--- src/rtl/sr_bank_pkg.sv ---
// sr_bank_pkg: shared constants for the SR latch bank.
//   MODE_*      : encoding of the action taken when S and R are both high.
//   mode_valid  : elaboration-time helper to reject out-of-range modes.
package sr_bank_pkg;

  localparam int unsigned MODE_HOLD   = 0;  // keep q
  localparam int unsigned MODE_SET    = 1;  // set-dominant
  localparam int unsigned MODE_RST    = 2;  // reset-dominant
  localparam int unsigned MODE_TOGGLE = 3;  // invert q

  function automatic bit mode_valid(input int unsigned mode);
    return mode <= MODE_TOGGLE;
  endfunction

endpackage

--- src/rtl/sr_cell.sv ---
// sr_cell: one SR channel. Holds the q register and the sticky conflict flag.
// Ports:
//   clk, rst_n     : clock, async active-low reset
//   s, r           : set / reset request for this channel
//   en             : update enable for q (conflict detection ignores it)
//   clr_err        : synchronous clear of the sticky flag; wins over a new conflict
//   q              : registered channel state
//   conflict_flag  : sticky S=R=1 indicator
module sr_cell
  import sr_bank_pkg::*;
#(
  parameter int unsigned MODE = MODE_HOLD
) (
  input  logic clk,
  input  logic rst_n,
  input  logic s,
  input  logic r,
  input  logic en,
  input  logic clr_err,
  output logic q,
  output logic conflict_flag
);

  logic q_nxt;
  logic conflict;

  assign conflict = s & r;

  always_comb begin
    q_nxt = q;
    if (en) begin
      unique case ({s, r})
        2'b10:   q_nxt = 1'b1;
        2'b01:   q_nxt = 1'b0;
        2'b11: begin
          // MODE is a parameter, so only one arm survives elaboration.
          if (MODE == MODE_SET)         q_nxt = 1'b1;
          else if (MODE == MODE_RST)    q_nxt = 1'b0;
          else if (MODE == MODE_TOGGLE) q_nxt = ~q;
          else                          q_nxt = q;
        end
        default: q_nxt = q;
      endcase
    end
  end

  always_ff @(posedge clk or negedge rst_n) begin
    if (!rst_n) begin
      q             <= 1'b0;
      conflict_flag <= 1'b0;
    end else begin
      q <= q_nxt;
      if (clr_err)       conflict_flag <= 1'b0;
      else if (conflict) conflict_flag <= 1'b1;
    end
  end

endmodule

--- src/rtl/param_sr_bank.sv ---
// param_sr_bank: bank of CH independent SR channels with conflict monitoring.
// Ports:
//   clk, rst_n     : clock, async active-low reset
//   s, r [CH]      : per-channel set / reset requests
//   en             : global enable for q updates
//   clr_err        : synchronous clear of conflict_flag / conflict_cnt
//   q, qn [CH]     : registered state and its complement
//   conflict_flag  : sticky per-channel S=R=1 flags
//   conflict_cnt   : saturating count of cycles with at least one conflict
//   irq            : registered OR of conflict_flag
module param_sr_bank
  import sr_bank_pkg::*;
#(
  parameter int unsigned CH            = 8,
  parameter int unsigned CONFLICT_MODE = 2'd0,
  parameter int unsigned CNT_W         = 8
) (
  input  logic             clk,
  input  logic             rst_n,
  input  logic [CH-1:0]    s,
  input  logic [CH-1:0]    r,
  input  logic             en,
  input  logic             clr_err,
  output logic [CH-1:0]    q,
  output logic [CH-1:0]    qn,
  output logic [CH-1:0]    conflict_flag,
  output logic [CNT_W-1:0] conflict_cnt,
  output logic             irq
);

  if (!mode_valid(CONFLICT_MODE)) begin : g_bad_mode
    $error("param_sr_bank: CONFLICT_MODE %0d out of range 0..3", CONFLICT_MODE);
  end
  if (CH < 1 || CH > 32) begin : g_bad_ch
    $error("param_sr_bank: CH %0d out of range 1..32", CH);
  end

  localparam logic [CNT_W-1:0] CNT_MAX = {CNT_W{1'b1}};

  logic conflict_any;

  for (genvar i = 0; i < CH; i++) begin : g_cell
    sr_cell #(.MODE(CONFLICT_MODE)) u_cell (
      .clk           (clk),
      .rst_n         (rst_n),
      .s             (s[i]),
      .r             (r[i]),
      .en            (en),
      .clr_err       (clr_err),
      .q             (q[i]),
      .conflict_flag (conflict_flag[i])
    );
  end

  // Derived from the q register only, so qn is never X after reset and
  // has no path from s/r.
  assign qn = ~q;

  // One count per cycle regardless of how many channels conflict.
  assign conflict_any = |(s & r);

  always_ff @(posedge clk or negedge rst_n) begin
    if (!rst_n) begin
      conflict_cnt <= '0;
      irq          <= 1'b0;
    end else begin
      if (clr_err)                                    conflict_cnt <= '0;
      else if (conflict_any && conflict_cnt != CNT_MAX) conflict_cnt <= conflict_cnt + 1'b1;
      // Sampled from the flag register, so irq trails the flag by one edge.
      irq <= |conflict_flag;
    end
  end

endmodule

--- config.mk ---
export PLATFORM = sky130hd
export DESIGN_NAME = param_sr_bank
export DESIGN_NICKNAME = d
export VERILOG_FILES = /design/src/rtl/sr_bank_pkg.sv /design/src/rtl/sr_cell.sv /design/src/rtl/param_sr_bank.sv
export SDC_FILE = /design/constraint.sdc
export NUM_CORES = 1
export LEC_CHECK = 0
export ABC_AREA = 1
export CAP_MARGIN = 5
export CORE_ASPECT_RATIO = 1.1
export CORE_MARGIN = 2
export CORE_UTILIZATION = 35
export CTS_CLUSTER_SIZE = 24
export DETAILED_ROUTE_END_ITERATION = 10
export SLEW_MARGIN = 10
export SYNTH_ARGS = -nofsm -noshare
export SYNTH_HDL_FRONTEND = slang
export SYNTH_HIERARCHICAL = 1
export SYNTH_SLANG_ARGS = --single-unit
--- constraint.sdc ---
create_clock -name clk -period 3.3 [get_ports clk]
set_clock_uncertainty 0.05 [all_clocks]
set_input_delay 0.66 -clock clk [delete_from_list [all_inputs] [get_ports clk]]
set_output_delay 0.66 -clock clk [all_outputs]
set_load 0.03 [all_outputs]
==> results.txt, run 1 <==
run status: finished clean
post-CTS setup buffer count: 0
Rows: 25
grt total ovfl: 0
pin count of the biggest net entering global routing: 26
clk sink count: 25
Power Dens Cells: 400 nW/µm²
DRC viols: 0
Hold Path Class: reg -> reg
most common cell after layout, fill and taps aside: nand2_1
Root Driver: clkbuf_8
Critical path buffers and inverters: 1
Reg area: 626 µm²
Area Growth Syn to Fin: 41.6%
total die area: 4960 µm²
H-tree levels: 1
Max Freq: 463 MHz
Final WS setup: 1.14 ns
critical path fanouts, max: 6
Seq pwr share: 0.416
nets: 297
register area share after synthesis: 0.406
worst slew pin tran: 0.584 ns
die width: 67.3 µm
clk buf depth: 2
Post-DP HPWL: 2.68 mm
area of the multi-input gates: 767 µm²
Antenna Cells: 0
cts repair resizes: 0
first-pass GRT wire length: 5.79 mm
Starting DRT DRC Count: 25
drt via density: 4.41
final hold vios: 0
Worst EP required: 2.59 ns
Post-Synthesis Cells: 203
Worst slew margin: 0.610
max_cap viols: 0
Synth area leader: dfrtp_1
total I/O pin count: 53
core footprint: 4250 µm²
pre-CTS WS: 1.17 ns
clk slew on worst S/H paths: 0.09 ns
crit share post-route: 0.655
number of global-route vias before repair: 1,335
routability cong.: 0.851
RSZ-0062 raised after global routing: false
Die Height: 73.6 µm
First-pass DRT Iterations: 6
routed via count: 1,381
P_int: 0.559 mW
top cell type's share of synthesized area: 0.406
Worst Setup Start Kind: flop
logic gate share of total power: 0.365
wire per inst: 10.7 µm
max-slew violation count: 0
Ys Warns: 6
leak pwr: 1.14 nW
Post-Syn Area: 1540 µm²
GRT Total Usage: 0.150
post-route ant nets: 0
Yosys reg bits: 25
most frequent cells in the layout: nand2_1 (60), clkdlybuf4s50_1 (52), inv_1 (38), nor2_1 (25), dfrtp_1 (25)
CP top delay family: buffers and inverters
r2r setup slk: 1.76 ns
final setup TNS: 0 ns
crit path DAT: 1.45 ns
ratio of cells with drive above 1 in the final layout: 0.0541
Yosys cell types: 19
# setup viols final: 0
Initial Utilization: 0.363
CP Cell Sequence: clkdlybuf4s50_1
final WL: 3.35 mm
Worst path slowest cell: clkdlybuf4s50_1
CTS tree: done
Fill cells: 443
# hold bufs at CTS: 0
Worst setup EP type: primary output
clock insertion delay at the later pin of the skew report: 0.27 ns
total CTS buffers: 3
sw frac: 0.360
top cells by area, synth: dfrtp_1 (41%), nand2_1 (15%), ha_1 (14%)
Max stage delay on crit path: 0.71 ns
syn_nets: 240
P_sw: 0.315 mW
number of buffers added on ports: 52
minimum clock period: 2.16 ns
Clock Power Share: 0.219
critical path class: reg -> out
initial antenna violation count: 0
Avg Cell Area, Syn: 7.60 µm²
Max IR drop VDD: 0.000206 V
power groups by stage:
stage / registers (mW) / clock network [mW] / logic, mW
final: 0.363 / 0.192 / 0.319
after global routing: 0.369 / 0.210 / 0.348
after CTS: 0.365 / 0.199 / 0.324
after detailed placement: 0.371 / 0 / 0.322
after global placement: 0.370 / 0 / 0.322
after floorplan: 0.426 / 0 / 0.110
Yosys cell counts (all sizes together):
cell type and number:
nor2 26, a21oi 3, ha 17, o21ai 1, nor3b 1, dfrtp 25, nor4 2, nand3 19
o21bai 1, nand2 66, inv 39, nand4 2, clkbuf 1
layout make-up:
cell class,instances,share of cell area
multi-input combinational,138,0.351
sequential,25,0.286
tap,54,0.0309
clock inverter,1,0.00401
inverter,39,0.0670
clock buffer,3,0.0189
timing repair buffer,53,0.242
flip-flops by register name, indices dropped and copies added (netlist names):
name and cells:
irq 1, g_cell.u_cell/conflict_flag 8, g_cell.u_cell/q 8, conflict_cnt 8
worst paths after layout:
| path | to | startpoint | cells past startpoint |
|---|---|---|---|
| hold / removal | g_cell[5].u_cell/q$_DFFE_PN0P_ | g_cell[5].u_cell/q$_DFFE_PN0P_ | 2 |
| setup / recovery | conflict_cnt[2] | conflict_cnt[2]$_DFFE_PN0P_ | 1 |
| min in group asynchronous | g_cell[3].u_cell/q$_DFFE_PN0P_ | rst_n | 2 |
| setup reg to reg | conflict_cnt[4]$_DFFE_PN0P_ | conflict_cnt[1]$_DFFE_PN0P_ | 8 |
| max in group asynchronous | conflict_cnt[7]$_DFFE_PN0P_ | rst_n | 2 |
| hold reg to reg | g_cell[5].u_cell/q$_DFFE_PN0P_ | g_cell[5].u_cell/q$_DFFE_PN0P_ | 2 |
per-layer routing:
metal | GRT usage | up-vias | part of all wire
met5 | 0 | - | 0
met4 | 0.0431 | 0 | 0.0081
met3 | 0.0138 | 2 | 0.028
met2 | 0.272 | 26 | 0.51
met1 | 0.187 | 620 | 0.46
li1 | - | 733 | -
worst min-delay path: stages (launching register included):
cell and delay, ns:
dfrtp_1 0.37, nand2_1 0.06, nand2_1 0.04
through the flow:
step	total power, mW	cells	cell area, µm²	util	hold WS [ns]
3_5_place_dp	0.693	309	2130	0.502	0.433
4_1_cts	0.887	313	2180	0.514	0.457
6_report	0.874	313	2180	0.514	0.447
5_1_grt	0.928	313	2180	0.514	0.495
3_3_place_gp	0.692	309	2130	0.502	0.433
2_1_floorplan	0.537	203	1540	-	0.314
cell families (layout without fill, tap and decap cells):
group / after synthesis / count (layout) / synth area share
simple gates: 116 / 116 / 0.341
fa+ha+maj: 17 / 17 / 0.138
flops: 25 / 25 / 0.406
compound gates: 5 / 5 / 0.0178
buf+inv: 40 / 96 / 0.0973
(Power assumes the default switching activity.)
==> run 2, diff against run 1 <==
==> constraint.sdc (replaced) <==
create_clock -name clk -period 2.15 [get_ports clk]
set_clock_uncertainty 0.05 [all_clocks]
set_input_delay 0.43 -clock clk [delete_from_list [all_inputs] [get_ports clk]]
set_output_delay 0.43 -clock clk [all_outputs]
set_load 0.03 [all_outputs]
==> results.txt, run 2 (synthesis results as in run 1) <==
Power Dens Cells: 606 nW/µm² (was 400 nW/µm²)
Max stage delay on crit path: 0.71 ns (about the same)
placed inst area: 2150 µm² (was 2130 µm²)
# setup viols final: 0 (unchanged)
Initial Utilization: 0.363 (unchanged)
post-route ant nets: 0 (unchanged)
number of buffers added on ports: 52 (unchanged)
pin count of the biggest net entering global routing: 26 (unchanged)
final WL: 3.48 mm (was 3.35 mm)
most frequent cells in the layout: nand2_1 (60), clkdlybuf4s50_1 (52), inv_1 (38), nor2_1 (25), dfrtp_1 (25) (unchanged)
post-CTS setup buffer count: 0 (unchanged)
total die area: 4960 µm² (unchanged)
clk slew on worst S/H paths: 0.08 ns (was 0.09 ns)
Worst setup EP type: primary output (unchanged)
r2r setup slk: 0.63 ns (was 1.76 ns)
Hold Path End: g_cell[2].u_cell/q$_DFFE_PN0P_ (was g_cell[5].u_cell/q$_DFFE_PN0P_)
worst reg-to-reg path cell count: 8 (unchanged)
cell area after layout: 2190 µm² (was 2180 µm²)
max-slew violation count: 0 (unchanged)
nets: 299 (was 297)
Min-Delay Path Depth: 2 (unchanged)
drt via density: 4.32 (was 4.41)
P_int: 0.858 mW (was 0.559 mW)
Hold Path Class: reg -> reg (unchanged)
Die Height: 73.6 µm (unchanged)
crit path DAT: 1.44 ns (was 1.45 ns)
clock insertion delay at the later pin of the skew report: 0.26 ns (was 0.27 ns)
cts repair resizes: 0 (unchanged)
minimum clock period: 1.92 ns
fin util: 0.516 (was 0.514)
most common cell after layout, fill and taps aside: nand2_1 (unchanged)
Max Freq: 521 MHz
Root Driver: clkbuf_8 (unchanged)
worst slew pin tran: 0.343 ns (was 0.584 ns)
die width: 67.3 µm (unchanged)
Seq pwr share: 0.419 (was 0.416)
CP top delay family: buffers and inverters (unchanged)
sw frac: 0.355 (was 0.360)
first-pass GRT wire length: 5.73 mm (was 5.79 mm)
# hold bufs at CTS: 0 (unchanged)
number of global-route vias before repair: 1,219 (was 1,335)
critical path class: reg -> out (unchanged)
run status: finished clean (unchanged)
RSZ-0062 raised after global routing: false (unchanged)
Antenna Cells: 0 (unchanged)
RR Endpoint: conflict_cnt[6]$_DFFE_PN0P_ (was conflict_cnt[4]$_DFFE_PN0P_)
clk sink count: 25 (unchanged)
Worst Setup Start Kind: flop (unchanged)
worst flop-to-flop path startpoint: conflict_cnt[1]$_DFFE_PN0P_ (unchanged)
max_cap viols: 0 (unchanged)
GRT Total Usage: 0.154 (was 0.150)
DRC viols: 0 (unchanged)
initial antenna violation count: 0 (unchanged)
top flop regs: conflict_cnt x8, g_cell.u_cell/conflict_flag x8, g_cell.u_cell/q x8 (unchanged)
logic gate share of total power: 0.374 (was 0.365)
final hold vios: 0 (unchanged)
First-pass DRT Iterations: 4 (was 6)
grt total ovfl: 0 (unchanged)
critical path fanouts, max: 4 (was 6)
Area Growth Syn to Fin: 42.3% (was 41.6%)
routed via count: 1,362 (was 1,381)
core footprint: 4250 µm² (unchanged)
Rows: 25 (unchanged)
Clock Power Share: 0.207 (was 0.219)
Worst slew margin: 0.770 (was 0.610)
CTS tree: done (unchanged)
routability cong.: 0.813 (was 0.851)
Starting DRT DRC Count: 31 (was 25)
wire per inst: 11.0 µm (was 10.7 µm)
clk buf depth: 2 (unchanged)
Worst EP required: 1.67 ns (was 2.59 ns)
leak pwr: 1.15 nW (was 1.14 nW)
P_sw: 0.472 mW (was 0.315 mW)
H-tree levels: 1 (unchanged)
total CTS buffers: 3 (unchanged)
launch point of the worst hold path: g_cell[2].u_cell/q$_DFFE_PN0P_ (was g_cell[5].u_cell/q$_DFFE_PN0P_)
Critical path buffers and inverters: 1 (unchanged)
Fill cells: 446 (was 443)
Post-DP HPWL: 2.79 mm (was 2.68 mm)
ratio of cells with drive above 1 in the final layout: 0.0575 (was 0.0541)
Max IR drop VDD: 0.000336 V (was 0.000206 V)
CP Cell Sequence: clkdlybuf4s50_1 (unchanged)
final setup TNS: 0 ns (unchanged)
total I/O pin count: 53 (unchanged)
Worst path slowest cell: clkdlybuf4s50_1 (unchanged)
crit share post-route: 0.892
[run 2: stage by stage]
stage               power (mW)  hold slack (ns)  cells  worst slack, ns
detailed placement        1.07            0.441    311            0.383
floorplan                0.824           0.0844    203            0.581
global placement          1.07            0.431    311            0.394
finish                    1.33            0.457    315            0.232
CTS                       1.35            0.462    315            0.224
global route              1.42            0.493    315            0.180
[run 2: area by class of cell]
cell class	count	area, µm²	area share
Clock buffer	4	45.0	0.0205
Inverter	39	146	0.0667
Multi-Input combinational cell	138	767	0.349
Sequential cell	25	626	0.285
Tap cell	54	67.6	0.0308
Timing Repair Buffer	55	543	0.247
[run 2: layer usage]
layer  wire (µm)  part of all wire  global-route usage  vias up
met1        1590              0.46               0.201      599
met2        1720              0.49               0.263       24
li1            -                 -                   -      735
met4          61             0.018              0.0612        0
met5           0                 0                   0        -
met3         105             0.030              0.0107        4
[run 2: power by group through the flow]
stage	Clock, mW	Sequential (mW)	Combinational (mW)
2_1_floorplan	0	0.654	0.169
3_3_place_gp	0	0.568	0.499
3_5_place_dp	0	0.570	0.503
4_1_cts	0.285	0.560	0.505
5_1_grt	0.312	0.566	0.541
6_report	0.276	0.557	0.498
[run 2: how the worst max path moves through the flow]
stage	from	endpoint	slack, ns	cells after the start
finish	conflict_cnt[7]$_DFFE_PN0P_	conflict_cnt[7]	0.23	1
global route	conflict_cnt[2]$_DFFE_PN0P_	conflict_cnt[2]	0.18	1
CTS	conflict_cnt[7]$_DFFE_PN0P_	conflict_cnt[7]	0.22	1
detailed placement	s[3]	conflict_cnt[7]$_DFFE_PN0P_	0.38	9
global placement	s[1]	conflict_cnt[7]$_DFFE_PN0P_	0.39	9
floorplan	conflict_cnt[1]$_DFFE_PN0P_	conflict_cnt[7]$_DFFE_PN0P_	0.58	8
